[config.mk]
export PLATFORM = sky130hd
export DESIGN_NAME = adec_ws
export DESIGN_NICKNAME = d
export VERILOG_FILES = /design/src/rtl/adec_ws.sv
export SDC_FILE = /design/constraint.sdc
export NUM_CORES = 1
export LEC_CHECK = 0
export CAP_MARGIN = 20
export CELL_PAD_IN_SITES_DETAIL_PLACEMENT = 0
export CELL_PAD_IN_SITES_GLOBAL_PLACEMENT = 1
export CORE_ASPECT_RATIO = 0.9
export CORE_UTILIZATION = 48
export CTS_CLUSTER_DIAMETER = 60
export DETAILED_ROUTE_END_ITERATION = 8
export GPL_ROUTABILITY_DRIVEN = 0
export HOLD_SLACK_MARGIN = 0.02
export PLACE_DENSITY = 0.83
export SETUP_SLACK_MARGIN = 0.3
export SLEW_MARGIN = 10
export SYNTH_ARGS = -nofsm -noshare
export SYNTH_HDL_FRONTEND = slang
export SYNTH_SLANG_ARGS = --single-unit
[constraint.sdc]
create_clock -name clock -period 10.6 [get_ports clock]
set_input_delay 1.59 -clock clock [delete_from_list [all_inputs] [get_ports clock]]
set_output_delay 1.59 -clock clock [all_outputs]
set_load 0.005 [all_outputs]
[src/rtl/adec_ws.sv]
// adec_ws: address decoder with a programmable window table and per-window wait states.
// Each accepted bus cycle selects one chip select for ws+1 cycles.
// RDY is held low for the ws wait cycles. The last cycle is a single ACCESS cycle.
module adec_ws #(
    parameter int ADDR_W = 19,
    parameter int NWIN   = 6,
    parameter int WS_W   = 3
) (
    input  logic                     clock,
    input  logic                     reset,
    input  logic [ADDR_W-1:0]        addr,
    input  logic                     rw,
    input  logic                     valid,
    input  logic                     cfg_we,
    input  logic [$clog2(NWIN)-1:0]  cfg_idx,
    input  logic [ADDR_W-1:0]        cfg_base,
    input  logic [ADDR_W-1:0]        cfg_limit,
    input  logic [WS_W-1:0]          cfg_ws,
    input  logic                     cfg_en,
    output logic [NWIN-1:0]          cs_n,
    output logic                     we_n,
    output logic                     rdy,
    output logic                     miss,
    output logic                     overrun
);

    localparam int IDX_W = $clog2(NWIN);

    typedef enum logic [1:0] {S_IDLE, S_WAIT, S_ACCESS} state_t;

    state_t              state;
    logic [WS_W-1:0]     cnt;
    logic                rw_l;

    logic [ADDR_W-1:0]   tbl_base  [NWIN];
    logic [ADDR_W-1:0]   tbl_limit [NWIN];
    logic [WS_W-1:0]     tbl_ws    [NWIN];
    logic [NWIN-1:0]     tbl_en;

    logic                hit;
    logic [IDX_W-1:0]    win;
    logic [WS_W-1:0]     win_ws;
    logic [NWIN-1:0]     sel_n;
    logic                start_wait;

    // Window table; entry 0 comes out of reset as a full-range background window.
    always_ff @(posedge clock or posedge reset) begin
        if (reset) begin
            for (int k = 0; k < NWIN; k++) begin
                tbl_base[k]  <= '0;
                tbl_limit[k] <= (k == 0) ? {ADDR_W{1'b1}} : {ADDR_W{1'b0}};
                tbl_ws[k]    <= '0;
                tbl_en[k]    <= (k == 0);
            end
        end else if (cfg_we && (32'(cfg_idx) < NWIN)) begin
            tbl_base[cfg_idx]  <= cfg_base;
            tbl_limit[cfg_idx] <= cfg_limit;
            tbl_ws[cfg_idx]    <= cfg_ws;
            tbl_en[cfg_idx]    <= cfg_en;
        end
    end

    // Priority decode: later (higher-index) matches overwrite earlier ones.
    always_comb begin
        hit    = 1'b0;
        win    = '0;
        win_ws = '0;
        for (int k = 0; k < NWIN; k++) begin
            if (tbl_en[k] && (addr >= tbl_base[k]) && (addr <= tbl_limit[k])) begin
                hit    = 1'b1;
                win    = IDX_W'(k);
                win_ws = tbl_ws[k];
            end
        end
        sel_n      = hit ? ~(NWIN'(1) << win) : {NWIN{1'b1}};
        start_wait = hit && (win_ws != '0);
    end

    // Direction of the accepted access, needed when WAIT hands over to ACCESS.
    always_ff @(posedge clock) begin
        if ((state != S_WAIT) && valid) begin
            rw_l <= rw;
        end
    end

    // Bus-cycle FSM with registered chip selects, strobes and status flags.
    always_ff @(posedge clock or posedge reset) begin
        if (reset) begin
            state   <= S_IDLE;
            cnt     <= '0;
            cs_n    <= {NWIN{1'b1}};
            we_n    <= 1'b1;
            rdy     <= 1'b1;
            miss    <= 1'b0;
            overrun <= 1'b0;
        end else begin
            case (state)
                S_IDLE, S_ACCESS: begin
                    if (valid) begin
                        cs_n <= sel_n;
                        miss <= ~hit;
                        if (start_wait) begin
                            state <= S_WAIT;
                            cnt   <= win_ws;
                            rdy   <= 1'b0;
                            we_n  <= 1'b1;
                        end else begin
                            state <= S_ACCESS;
                            cnt   <= '0;
                            rdy   <= 1'b1;
                            we_n  <= rw;
                        end
                    end else begin
                        state <= S_IDLE;
                        cs_n  <= {NWIN{1'b1}};
                        we_n  <= 1'b1;
                        rdy   <= 1'b1;
                        miss  <= 1'b0;
                    end
                end
                S_WAIT: begin
                    // A new request while stalled is dropped but remembered.
                    if (valid) begin
                        overrun <= 1'b1;
                    end
                    cnt <= cnt - WS_W'(1);
                    if (cnt == WS_W'(1)) begin
                        state <= S_ACCESS;
                        rdy   <= 1'b1;
                        we_n  <= rw_l;
                    end
                end
                default: begin
                    state <= S_IDLE;
                    cs_n  <= {NWIN{1'b1}};
                    we_n  <= 1'b1;
                    rdy   <= 1'b1;
                    miss  <= 1'b0;
                end
            endcase
        end
    end

endmodule

# Word level (Yosys, flattened, before mapping)
# Cells that the tools add are included.
# totals
ramBits	0
latch_bits	0
mem_bits_ro	0
inputBits	69
ff_bits	268
mem_count	0
elab_cells	125
# classes
eq_ne	6
n_shift	1
n_mux	47
mul	0
magnitude_cmp	17
reduce_logical	23
n_addsub	1
n_div	0
bitwise	3
# ops
cell	count
bitwise mux 114 bit	2
>= comparator 19 bit	6
less-or-equal comparator 19 bit	6
demux 19 bit (select 3 bit)	1
two-way mux 3 bit	13
two-way mux 19 bit	1
bitwise mux 18 bit	1
logical AND 1 bit	17
two-way mux 1 bit	15
two-way mux 6 bit	2
one-hot mux 6 bit (2 select lines)	1
demux 3 bit (select 3 bit)	1
bitwise mux 6 bit	1
two-way mux 2 bit	3
inverter 6 bit	1
one-hot mux 1 bit (2 select lines)	3
one-hot mux 3 bit (2 select lines)	1
<< shifter 1 x 3 -> 6 bit, first input constant	1
>= comparator 4 bit, second input constant	1
< comparator 3 x 4 -> 1 bit, second input constant	1
< comparator 4 x 1 -> 1 bit, second input constant	1
!= test 2 bit, second input constant	2
inverter 3 -> 4 bit	1
one-hot mux 2 bit (2 select lines)	1
other kinds (14)	15

# Longest topological paths before layout
# depth
ltp_word	14
depth_mapped	13

# Worst setup path before layout
# No wires, ideal clock.
# synth_timing
kind	input to register
startpoint	input addr[0]
endpoint	register rdy
path_slack_ns	6.361
arrival_ns	4.160
n_path_buf	1
setup_time_ns	0.080
stages	13
path_cell_list	inv_1 -> ha_1 -> nand2b_1 -> a21o_1 -> a211oi_1 -> o21ai_0 -> a211oi_1 -> or2_1 -> clkbuf_1 -> nand3_1 -> o32ai_1 -> a2111oi_4 -> o22a_1
# synth_between
elab_chain_len	14
# synth_lines
element	line_no	text
from (decl)	11	input logic [ADDR_W-1:0] addr,
>= comparator 19 bit	69	if (tbl_en[k] && (addr >= tbl_base[k]) && (addr <= tbl_limit[k])) begin
logical AND 1 bit (2 in series)	69	
two-way mux 3 bit (6 in series)	69	
nonzero test 3 bit	76	start_wait = hit && (win_ws != '0);
logical AND 1 bit *	76	
two-way mux 1 bit *	102	if (start_wait) begin
two-way mux 1 bit *	99	if (valid) begin
one-hot mux 1 bit (2 select lines) *	97	case (state)
to (signal assigned)	93	rdy <= 1'b1;
to (signal assigned)	105	rdy <= 1'b0;
to (signal assigned)	110	rdy <= 1'b1;
to (decl)	22	output logic rdy,
# Mark *: on every way between the ends. The rest lies on a longest branch, timed or not.
# A chain may end at the register's enable or synchronous reset.

# Final worst setup path
# layout_timing
startpoint	input addr[5]
endpoint	register rdy
# Same word-level chain as after synthesis.

==> flow_summary.ini <==
[outcome]
outcome = finished, final reports clean

[sta]
whs_ns = 0.484
max_slew.worst_pin.slew_ns = 1.13
max_slew_margin_pct = 22.6
setup_viol = 0
fin_worst_skew_ns = 0.0238
fin_tns_setup_ns = 0
post-route-period-util_pct = 54.1
fmax_mhz = 175
report.final.slew_viol_count = 0
layout_min_cycle_time_ns = 5.73
grt_setup_unrepaired = false
hold_viol_final = 0
finalWorstSetupSlack_ns = 4.87

[routing]
wl_per_cell_um = 19.3
routed-via-count = 11696
via_per_inst = 5.54
ant_nets = 0
drtIter0Drc = 745
drc = 0
drtPass1Iterations = 5
drt_wl_total_um = 40700

[clock_tree]
cts_resized = 0
cts_buffer_depth = 3
cts_sinks = 268
ctsHoldBuffers = 0
clock_latency_ns = 0.59
postCtsSetupRepairBufs = 0
clk_pin_slew_ns = 0.06
numCtsBuffers = 31
htreeDepth = 1
clock-root-buffer = clkbuf_16
cts_tree = yes

[die]
die_h_um = 173
die_area_sq_mm = 0.0333
initial_utilization_pct = 48.9
rows = 62
fp.dieW_um = 192
fp.coreArea_sq_mm = 0.0320
ios = 79

[power]
switching_power_mw = 1.11
sequentialPowerShare_pct = 38.9
p_comb_share_pct = 28.0
p_per_area_mw_per_mm2 = 193
p_leak_nw = 8.42
peakVddDrop_v = 0.000135
pwr-share-clk_pct = 33.1
power.total_mw = 3.48
p_sw_share_pct = 31.8
cellInternalPower_mw = 2.38

[worst_setup_path]
reg2reg_depth = 11
crit_path_end_kind = flip-flop
r2r_start = tbl_limit[23]
crit_path_start_kind = input pin
cp.required_ns = 11.13
rrSetupSlack_ns = 6.58
r2r-end = rdy
arrival_ns = 6.26
crit_fanout = 12
critPathKind = input pin to flip-flop

[cells_and_area]
multi_input_area_sq_mm = 0.00791
final_common_cell = dfrtp_1
final_layout_size_suffix_gt1_share_pct = 12.6
layout_common_cells = dfrtp_1, ha_1, inv_1, nand2_1, o21ai_0
finalInstanceArea_sq_mm = 0.0180
n_antenna_cell = 0
utilization_pct = 56.3
fillers = 2807
final_cell_count_no_fill = 2112
seqCellArea_sq_mm = 0.00675
fin_nets = 1970
synthToLayoutAreaGrowth_pct = 15.1

[synth]
synth_area_per_cell_sq_um = 9.79
yosysSeqAreaShare_pct = 43.1
synth_edf_count = 1
synth_seq_cells = 268
synthCells = 1597
yosys_warnings = 0
synth_cell_type_count = 66
syn-num-nets = 1896
syn-cell-area_sq_mm = 0.0156
synth_flop_cell = dfrtp_1
async_flop_share_pct = 99.6

[global_route]
grt_pass1_vias = 11820
grt_usage_pct = 25.4
antenna_found_initial = 1
grt_first_pass_wirelength_um = 65200
grt_max_degree = 118
overflow = 0

[min_path]
hold_start = overrun
whs_path_depth = 1
min_to = overrun
hp-class = flip-flop to flip-flop

[placement]
numPortBuffers = 78
dp_hpwl_um = 28800
place_area_sq_mm = 0.0169
placed_cells = 2054
place_ws_ns = 4.36

[run]
max-cap-violations = 0
-- worst max path at each step --
stage | start | end | slack, ns | depth (start not counted)
2_1_floorplan | reset | cnt[0] | 1.70 | 1
3_3_place_gp | addr[6] | we_n | 4.41 | 11
3_5_place_dp | addr[6] | we_n | 4.36 | 11
4_1_cts | addr[6] | we_n | 4.97 | 11
5_1_grt | addr[5] | state[1] | 4.84 | 11
6_report | addr[5] | rdy | 4.87 | 11
-- final cells by class --
cell class              count  share of cell area [%]
repair buffers             88                    4.75
clock inverters            13                   0.882
flip-flops and latches    268                    37.5
well taps                 416                    2.89
inverters                 227                    4.77
multi-input cells        1055                    43.9
clock buffers              45                    5.32
-- power groups by stage --
stage / logic (mW) / registers [mW] / clock network [mW]
after global placement: 0.935 / 1.36 / 0
after CTS: 0.980 / 1.36 / 1.17
after floorplan: 0.673 / 1.34 / 0
final: 0.976 / 1.36 / 1.15
after global routing: 1.11 / 1.38 / 1.20
after detailed placement: 0.971 / 1.37 / 0
-- sequential cells by signal, indices dropped and copies added, names as in the netlist --
name,flops
tbl_base,114
tbl_limit,114
tbl_ws,18
cs_n,6
tbl_en,6
cnt,3
state,2
miss,1
overrun,1
rdy,1
rw_l,1
we_n,1
-- cell families after synthesis --
family	count (synthesis)	share of synthesized area [%]
simple gates	352	10.4
mux	110	7.89
compound gates	362	13.6
fa+ha+maj	230	18.4
xor+xnor	1	0.0560
buf+inv	274	6.59
flops	268	43.1
-- per-layer routing --
layer	wire length, um	GRT usage (%)
met3	1930	4.41
met2	18400	40.4
met4	1310	7.71
met1	19100	35.4
met5	8	0
-- critical path, cell delays in order --
cell and delay [ns]:
clkdlybuf4s50_1 0.89, ha_1 0.54, nand4_1 0.15, a211oi_1 0.06, a2111oi_0 0.98, o21ai_0 0.41, a211o_1 0.52, a311oi_2 0.28
o32ai_1 0.18, a2111oi_4 0.45, o22a_1 0.19
-- synth_stat cells, types with 12 or more instances --
master / instances / area share (%)
dfstp_2: 28 / 4.7
nand4_1: 31 / 1.2
inv_1: 227 / 5.4
nand3_1: 31 / 0.99
mux2_2: 106 / 7.6
a21oi_1: 83 / 2.7
dfrtp_1: 239 / 38
clkbuf_1: 41 / 0.98
o21ai_0: 178 / 5.7
nor2b_1: 12 / 0.48
nand2_1: 198 / 4.8
ha_1: 230 / 18
a211oi_1: 20 / 0.96
a21o_1: 12 / 0.58
nor2_1: 33 / 0.79
Power figures use the tool's default switching activity.
